### config.mk
export PLATFORM = sky130hd
export DESIGN_NAME = vram_swap_ctrl_flat
export DESIGN_NICKNAME = d
export VERILOG_FILES = /design/src/rtl/vram_swap_ctrl_if.sv /design/src/rtl/vram_swap_ctrl.sv /design/src/flat_wrapper.sv
export SDC_FILE = /design/constraint.sdc
export NUM_CORES = 1
export LEC_CHECK = 0
export CAP_MARGIN = 10
export CELL_PAD_IN_SITES_DETAIL_PLACEMENT = 0
export CELL_PAD_IN_SITES_GLOBAL_PLACEMENT = 1
export CORE_MARGIN = 1.5
export CORE_UTILIZATION = 45
export CTS_BUF_LIST = sky130_fd_sc_hd__clkbuf_4 sky130_fd_sc_hd__clkbuf_8 sky130_fd_sc_hd__clkbuf_16
export DETAILED_ROUTE_END_ITERATION = 10
export DONT_BUFFER_PORTS = 1
export GPL_TIMING_DRIVEN = 0
export PLACE_DENSITY_LB_ADDON = 0.3
export REMOVE_ABC_BUFFERS = 1
export SLEW_MARGIN = 20
export SYNTH_ARGS = -nofsm -noshare
export SYNTH_HDL_FRONTEND = slang
export SYNTH_SLANG_ARGS = --single-unit
export TNS_END_PERCENT = 100
### constraint.sdc
create_clock -name clk -period 1.59 [get_ports clk]
set_input_delay 0.159 -clock clk [delete_from_list [all_inputs] [get_ports clk]]
set_output_delay 0.159 -clock clk [all_outputs]
set_load 0.05 [all_outputs]
### src/rtl/vram_swap_ctrl_if.sv
// Signal bundle between vram_swap_ctrl and its neighbours: CPU register
// strobes, PPU vblank timing, VRAM buffer swap and vram_sync_writer handshake.
// The master side drives the request/timing strobes; the slave side is the
// swap controller itself.
interface vram_swap_ctrl_if #(
    parameter int CNT_W = 8
);
    logic             swap_req;
    logic             vblank_start;
    logic             sync_done;
    logic             err_clr;
    logic             swap;
    logic             sync;
    logic             cpu_busy;
    logic             swap_pending;
    logic             swap_done;
    logic             err;
    logic [CNT_W-1:0] swap_count;

    modport master (
        output swap_req, vblank_start, sync_done, err_clr,
        input  swap, sync, cpu_busy, swap_pending, swap_done, err, swap_count
    );

    modport slave (
        input  swap_req, vblank_start, sync_done, err_clr,
        output swap, sync, cpu_busy, swap_pending, swap_done, err, swap_count
    );
endinterface

### src/rtl/vram_swap_ctrl.sv
// Double-buffered VRAM frame swap sequencer.
// A CPU swap request is latched and held until the next PPU vblank start.
// The controller then pulses the buffer-pair swap, launches vram_sync_writer
// with a one-cycle sync strobe and stalls CPU VRAM writes until the writer
// reports done. Requests arriving mid-swap are queued and re-arm on exit.
// Optional feature: define VRAM_SWAP_CTRL_TIMEOUT_EN to compile in the WAIT
// timeout counter and the sticky err flag; otherwise err is tied low.
module vram_swap_ctrl #(
    parameter int TIMEOUT_CYCLES = 4096,
    parameter int CNT_W          = 8
) (
    input logic             clk,
    input logic             rst,
    vram_swap_ctrl_if.slave bus
);

    typedef enum logic [2:0] {
        IDLE,
        ARMED,
        SWAP,
        SYNC,
        WAIT
    } state_t;

    state_t           state;
    logic             req_q;
    logic             swap_q;
    logic             sync_q;
    logic             busy_q;
    logic             pending_q;
    logic             done_q;
    logic [CNT_W-1:0] count_q;

    // A request seen while the copy finishes (queued or same-cycle) re-arms.
    logic             rearm;
    assign rearm = req_q | bus.swap_req;

`ifdef VRAM_SWAP_CTRL_TIMEOUT_EN
    localparam int              TMR_W    = (TIMEOUT_CYCLES > 1) ? $clog2(TIMEOUT_CYCLES) : 1;
    localparam logic [TMR_W-1:0] TMR_LAST = TMR_W'(TIMEOUT_CYCLES - 1);

    logic [TMR_W-1:0] tmr_q;
    logic             err_q;
`else
    localparam int unused_timeout_cycles = TIMEOUT_CYCLES;
    logic          unused_err_clr;
    assign unused_err_clr = bus.err_clr;
`endif

    // Swap sequencer: state and every output register advance together.
    always_ff @(posedge clk or posedge rst) begin
        if (rst) begin
            state     <= IDLE;
            req_q     <= 1'b0;
            swap_q    <= 1'b0;
            sync_q    <= 1'b0;
            busy_q    <= 1'b0;
            pending_q <= 1'b0;
            done_q    <= 1'b0;
            count_q   <= '0;
`ifdef VRAM_SWAP_CTRL_TIMEOUT_EN
            tmr_q     <= '0;
            err_q     <= 1'b0;
`endif
        end else begin
            // NOTE: non-blocking assignments make every register here see the
            // same pre-edge values, so later assignments in this block only
            // override earlier defaults instead of chaining through them.
            swap_q <= 1'b0;
            sync_q <= 1'b0;
            done_q <= 1'b0;
`ifdef VRAM_SWAP_CTRL_TIMEOUT_EN
            // A timeout in the same cycle sets err again further down.
            if (bus.err_clr) err_q <= 1'b0;
            if (state == WAIT) tmr_q <= tmr_q + 1'b1;
`endif
            unique case (state)
                IDLE: begin
                    // vblank_start is ignored until a request is latched.
                    if (bus.swap_req) begin
                        state     <= ARMED;
                        pending_q <= 1'b1;
                    end
                end
                ARMED: begin
                    // Further requests are absorbed here.
                    if (bus.vblank_start) begin
                        state     <= SWAP;
                        swap_q    <= 1'b1;
                        busy_q    <= 1'b1;
                        pending_q <= 1'b0;
                    end
                end
                SWAP: begin
                    state  <= SYNC;
                    sync_q <= 1'b1;
                    if (bus.swap_req) begin
                        req_q     <= 1'b1;
                        pending_q <= 1'b1;
                    end
                end
                SYNC: begin
                    state <= WAIT;
`ifdef VRAM_SWAP_CTRL_TIMEOUT_EN
                    tmr_q <= '0;
`endif
                    if (bus.swap_req) begin
                        req_q     <= 1'b1;
                        pending_q <= 1'b1;
                    end
                end
                WAIT: begin
                    if (bus.sync_done) begin
                        state     <= rearm ? ARMED : IDLE;
                        pending_q <= rearm;
                        req_q     <= 1'b0;
                        busy_q    <= 1'b0;
                        done_q    <= 1'b1;
                        count_q   <= count_q + 1'b1;
                    end
`ifdef VRAM_SWAP_CTRL_TIMEOUT_EN
                    else if (tmr_q == TMR_LAST) begin
                        state     <= rearm ? ARMED : IDLE;
                        pending_q <= rearm;
                        req_q     <= 1'b0;
                        busy_q    <= 1'b0;
                        err_q     <= 1'b1;
                    end
`endif
                    else if (bus.swap_req) begin
                        req_q     <= 1'b1;
                        pending_q <= 1'b1;
                    end
                end
                default: begin
                    state     <= IDLE;
                    req_q     <= 1'b0;
                    busy_q    <= 1'b0;
                    pending_q <= 1'b0;
                end
            endcase
        end
    end

    assign bus.swap         = swap_q;
    assign bus.sync         = sync_q;
    assign bus.cpu_busy     = busy_q;
    assign bus.swap_pending = pending_q;
    assign bus.swap_done    = done_q;
    assign bus.swap_count   = count_q;
`ifdef VRAM_SWAP_CTRL_TIMEOUT_EN
    assign bus.err          = err_q;
`else
    assign bus.err          = 1'b0;
`endif

endmodule

### src/flat_wrapper.sv
// flat-port wrapper written by rule: the top's interface ports become plain ports
module vram_swap_ctrl_flat 
#(
    parameter int TIMEOUT_CYCLES = 4096,
    parameter int CNT_W          = 8
)
  (clk, rst, bus_swap_req, bus_vblank_start, bus_sync_done, bus_err_clr, bus_swap, bus_sync, bus_cpu_busy, bus_swap_pending, bus_swap_done, bus_err, bus_swap_count);
  vram_swap_ctrl_if #(.CNT_W(CNT_W)) bus_i ();
  input logic clk;
  input logic rst;
  input wire logic [$bits(bus_i.swap_req)-1:0] bus_swap_req;
  input wire logic [$bits(bus_i.vblank_start)-1:0] bus_vblank_start;
  input wire logic [$bits(bus_i.sync_done)-1:0] bus_sync_done;
  input wire logic [$bits(bus_i.err_clr)-1:0] bus_err_clr;
  output wire logic [$bits(bus_i.swap)-1:0] bus_swap;
  output wire logic [$bits(bus_i.sync)-1:0] bus_sync;
  output wire logic [$bits(bus_i.cpu_busy)-1:0] bus_cpu_busy;
  output wire logic [$bits(bus_i.swap_pending)-1:0] bus_swap_pending;
  output wire logic [$bits(bus_i.swap_done)-1:0] bus_swap_done;
  output wire logic [$bits(bus_i.err)-1:0] bus_err;
  output wire logic [$bits(bus_i.swap_count)-1:0] bus_swap_count;
  assign bus_i.swap_req = bus_swap_req;
  assign bus_i.vblank_start = bus_vblank_start;
  assign bus_i.sync_done = bus_sync_done;
  assign bus_i.err_clr = bus_err_clr;
  assign bus_swap = bus_i.swap;
  assign bus_sync = bus_i.sync;
  assign bus_cpu_busy = bus_i.cpu_busy;
  assign bus_swap_pending = bus_i.swap_pending;
  assign bus_swap_done = bus_i.swap_done;
  assign bus_err = bus_i.err;
  assign bus_swap_count = bus_i.swap_count;
  vram_swap_ctrl #(.TIMEOUT_CYCLES(TIMEOUT_CYCLES), .CNT_W(CNT_W)) u_core (.clk(clk), .rst(rst), .bus(bus_i));
endmodule
=== Yosys cells after proc, flatten, opt, wreduce, memory -nomap -nowiden ===
Cells that the tools add are included.
W data, S select, Z words.

* Add/subtract/negate cells: 1
* Equal/unequal tests: 7
* Mux-type cells: 20
* Bitwise gates (word level): 2
* Reductions and logical operators: 7

{| class="wikitable"
|+ Operators by type and width
! operator !! count
|-
| $pmux W3 S5 || 1
|-
| $mux W1 || 13
|-
| $mux W3 || 3
|-
| $pmux W1 S3 || 3
|-
| $add A8 B1 Y8 const B || 1
|-
| $eq A3 B2 Y1 const B || 2
|-
| $ne A2 B2 Y1 const B || 3
|-
| $reduce_and A3 Y1 || 2
|-
| $reduce_or A2 Y1 || 2
|-
| $eq A3 B1 Y1 const B || 1
|-
| $eq A3 B3 Y1 const B || 1
|-
| $logic_not A3 Y1 || 1
|-
| $reduce_or A3 Y1 || 1
|-
| $reduce_and A2 Y1 || 1
|-
| $not A1 Y1 || 1
|-
| $or A1 B1 Y1 || 1
|}

* Register bits: 17
* Input port bits: 6

=== Depth between registers and ports, before layout ===
* Depth after elaboration: 4
* Depth in mapped cells: 5
* Depth with buffers taken out: 3

=== Least setup slack after synthesis ===
OpenSTA, ideal clock, no wires.

* Kind: flip-flop to flip-flop
* From: register u_core.count_q[2], in the netlist u_core.bus.swap_count[2]
* To: register u_core.count_q[5], in the netlist u_core.bus.swap_count[5]
* Arrival time: 1.198 ns
* Required time: 1.449 ns
* Slack: 0.251 ns
* Cell stages (with the launch flop): 4
* Path buffers: 0
* Period minus slack after synthesis: 1.339 ns
* Cell sequence: dfrtp_1 > and3_1 > nand4_1 > xnor2_1

* Longest elaborated chain between the ends: 1

{| class="wikitable"
|+ RTL lines
! what !! line !! text
|-
| start: declaration || vram_swap_ctrl.sv:32 || <nowiki>logic [CNT_W-1:0] count_q;</nowiki>
|-
| start signal: assignment || vram_swap_ctrl.sv:119 || <nowiki>count_q <= count_q + 1'b1;</nowiki>
|-
| $add A8 B1 Y8 || vram_swap_ctrl.sv:119 ||
|}

Every way passes these cells.
A chain may end at the register's enable or synchronous reset.

=== Worst setup path in the final report ===
* From: register u_core.state[2]
* To: register u_core.pending_q, in the netlist u_core.bus.swap_pending

* Longest elaborated chain between the ends: 3

{| class="wikitable"
|+ RTL lines
! what !! line !! text
|-
| start: declaration || vram_swap_ctrl.sv:25 || <nowiki>state_t state;</nowiki>
|-
| start signal: assignment || vram_swap_ctrl.sv:114 || <nowiki>state <= rearm ? ARMED : IDLE;</nowiki>
|-
| $eq A3 B2 Y1 or $logic_not A3 Y1 (tied branches) || vram_swap_ctrl.sv:77 || <nowiki>unique case (state)</nowiki>
|-
| $reduce_or A3 Y1 (no source line) || - ||
|-
| $pmux W1 S3 || vram_swap_ctrl.sv:77 ||
|-
| end signal: assignment || vram_swap_ctrl.sv:115 || <nowiki>pending_q <= rearm;</nowiki>
|-
| end: declaration || vram_swap_ctrl.sv:30 || <nowiki>logic pending_q;</nowiki>
|}

Parallel ways exist; a longest one is shown, timed or not.

==> flow_summary.toml <==
[worst_setup_path]
cpMaxStageDelayCell = "or4b_1"
r2r_end = "u_core.bus.swap_pending$_DFFE_PP0P_"
worstPathMaxFanout = 12
path_class = "reg -> reg"
rrSetupSlack_ns = 0.08
critPathMaxStageDelay_ns = 0.55
path_cells = "or4b_1 -> o211a_1 -> o221a_1"
crit_path_end_kind = "register"
arrival_ns = 1.70
crit_path_start_kind = "register"
worstReg2RegStart = "u_core.state[2]$_DFFE_PP0P_"
worstPathRequired_ns = 1.79
r2r_cells = 3

[synthesis]
ys_warn_count = 0
ys_ff_latch = 17
synth_top_cell_area_share_pct = 54.57
synth_seq_area_share_pct = 54.57
syn-instance-count = 68
synthesis.area_um2 = 779.5
synth_area_leaders = "dfrtp_1, xnor2_1, nand4_1"
synth.avg_cell_area_um2 = 11.46
yosys.area.top_type = "dfrtp_1"
synth_cell_types = 32

[sta]
finalHoldViolCount = 0
grt_setup_unrepaired = "no"
tns_ns = 0
slew_violations = 0
max_slew_margin_pct = 55.62
clock.fmax_mhz = 663.1
period_minus_slack_ns = 1.508
setup_viol = 0
finClkSkew_ns = 0.006331
fin_crit_sh_pct = 94.84
worst_slew_pin_slew_ns = 0.6650

[global_routing]
grt_antenna_before_repair = 0
grt_max_degree = 18
grt_pass1_vias = 430
grt_pass1_wl_um = 1994
gr-usage-all-layers_pct = 14.32
grt_overflow = 0

[place]
io_buffer_count = 0
dp_hpwl_um = 858.7
gp_congestion = 0.6977

[floorplanning]
core_area_um2 = 1559
fp.dieW_um = 44.62
die-area_um2 = 1991
die_h_um = 44.62
num_io_pins = 20
start_util_pct = 50.00
fp-row-count = 14

[layout]
n_antenna_cell = 0
drive_gt1_share_pct = 10.29
nNetsFinal = 76
area_delta_synth_final_pct = 3.050
finish.utilization_pct = 51.52

[pwr]
switching_share_pct = 47.45
p_seq_share_pct = 65.3
leakage_nw = 0.3800
finalPower_w = 0.001569
power_frac_comb_pct = 19.5
p_sw_w = 0.0007445
power_density_nw_per_um2 = 1953
peakVddDrop_uv = 857.8
internal_power_w = 0.0008245
p_clk_share_pct = 15.2

[clock_tree]
htree_levels = 1
clockRootBuffer = "clkbuf_4"
cts_buffer_depth = 2
cts.sink_count = 17
cts_setup_buffers = 0
path_clk_slew_ns = 0.11
cts_tree = "yes"
numCtsBuffers = 3
insertion_delay_ns = 0.30

[routing]
drc = 0
wirelength_um = 1266
wl_per_cell_um = 15.07
drt_iter0_markers = 5
antenna_left = 0
dr.pass1.iters = 2
route.vias.total = 486
avgViaCountPerCell = 5.786

[outcome]
status = "finished, final reports clean"

[worst_hold_path]
whs_endpoint = "u_core.req_q$_DFFE_PP0N_"
hold_depth = 2
worstHoldPathType = "in -> reg"
min_from = "bus_swap_req"

[job]
cap_viol_max_count = 0
## worst max-delay path: cells and delay by family (launching register included)
family           cells  cell delay, ns
AND/OR/NAND/NOR      1            0.55
flip-flops           1            0.51
AO/OA/AOI/OAI        2            0.35
## registers in the layout, indices dropped and copies added (netlist names)
register,flops
u_core.bus.swap_count,8
u_core.bus.swap,1
u_core.state,3
u_core.bus.swap_pending,1
u_core.bus.sync,1
u_core.req_q,1
u_core.bus.swap_done,1
u_core.bus.cpu_busy,1
## per-layer routing
metal | up-vias | global-route usage (%) | wire, µm | share of wire (%)
met5 | - | 0 | 0 | 0
met4 | 0 | 9.091 | 21 | 1.7
met1 | 234 | 19.58 | 651 | 51
met3 | 3 | 4.898 | 51 | 4.0
met2 | 14 | 19.13 | 542 | 43
li1 | 235 | - | - | -
## layout by cell type, fill, tap and decap left out
cell            n
a22oi_1         1
inv_1           4
and2_1          1
dlygate4sd3_1   1
mux2_2          1
mux2i_1         1
nor2b_1         2
ha_1            1
clkinv_2        1
or4b_1          1
o21ai_0         1
a22o_1          1
xor2_1          1
and3_1          2
and4bb_2        1
o211a_1         1
and2b_1         1
a21oi_1         1
xnor2_1         6
nand2_1         3
nor2_1          3
o32ai_1         1
conb_1          1
nor3b_1         1
clkbuf_4        3
a32oi_1         1
dfrtp_1        17
o221a_1         1
nand4_1         4
or2_2           1
o22ai_1         2
or3_1           1
## cells by family after synthesis
family,synth area share [%]
adders and majority gates,1.605
buffers and inverters,6.259
DFF,54.57
AOI/OAI and AO/OA,9.951
and+or+nand+nor,16.53
other,0.4811
xor gates and xnor gates,7.865
muxes,2.729
## cell usage after synthesis
cell	instances
mux2_2	1
a22o_1	1
o32ai_1	1
o21ai_0	1
nand4_1	4
ha_1	1
nor3b_1	1
and2_1	1
and3_1	2
o211a_1	1
mux2i_1	1
nor2_1	3
or2_2	1
and2b_1	1
xnor2_1	6
o221a_1	1
conb_1	1
or3_1	1
a21oi_1	1
and4bb_1	1
a32oi_1	1
nor2b_1	2
or4b_1	1
buf_4	2
nand2_1	3
buf_6	1
a22oi_1	1
xor2_1	1
clkbuf_1	2
inv_1	4
o22ai_1	2
dfrtp_1	17
## per-stage QoR
step | instances | cell area, µm² | hold WS (ns) | setup WS [ns]
after floorplan | 63 | 745.7 | 0.08507 | 0.1634
after global placement | 79 | 765.7 | 0.1649 | 0.04754
after detailed placement | 79 | 765.7 | 0.1719 | 0.05692
after CTS | 84 | 803.3 | 0.03713 | 0.03432
after global routing | 84 | 803.3 | 0.06837 | 0.02461
final | 84 | 803.3 | 0.03479 | 0.08201
## layout make-up
type,instances,area [µm²]
Clock buffer,3,22.52
Inverter,4,15.01
Fill cell,142,755.7
Tap cell,16,20.02
Clock inverter,1,5.005
Multi-Input combinational cell,42,305.3
Timing Repair Buffer,1,10.01
Sequential cell,17,425.4
## repair_timing
action                     4_1_cts  5_1_grt
hold endpoints to repair        17        0
hold buffers                     1        0
setup endpoints to repair        0        5
resized for setup                0        1
## power by group through the flow
stage	clock network, W	registers [W]	logic (W)
2_1_floorplan	0	0.000990	0.000268
3_3_place_gp	0	0.00103	0.000297
3_5_place_dp	0	0.00103	0.000305
4_1_cts	0.000241	0.00102	0.000311
5_1_grt	0.000260	0.00105	0.000353
6_report	0.000238	0.00102	0.000306
## worst max path at each step
stage / start / to / slack, ns
after floorplan: u_core.state[2]$_DFFE_PP0P_ / u_core.bus.swap_pending$_DFFE_PP0P_ / 0.16
after global placement: u_core.state[1]$_DFFE_PP0P_ / u_core.bus.swap_count[1]$_DFFE_PP0P_ / 0.05
after detailed placement: u_core.state[1]$_DFFE_PP0P_ / u_core.bus.swap_count[1]$_DFFE_PP0P_ / 0.06
after CTS: u_core.state[1]$_DFFE_PP0P_ / u_core.bus.swap_count[1]$_DFFE_PP0P_ / 0.03
after global routing: u_core.state[2]$_DFFE_PP0P_ / u_core.bus.swap_pending$_DFFE_PP0P_ / 0.02
final: u_core.state[2]$_DFFE_PP0P_ / u_core.bus.swap_pending$_DFFE_PP0P_ / 0.08
(Power assumes the default switching activity.)
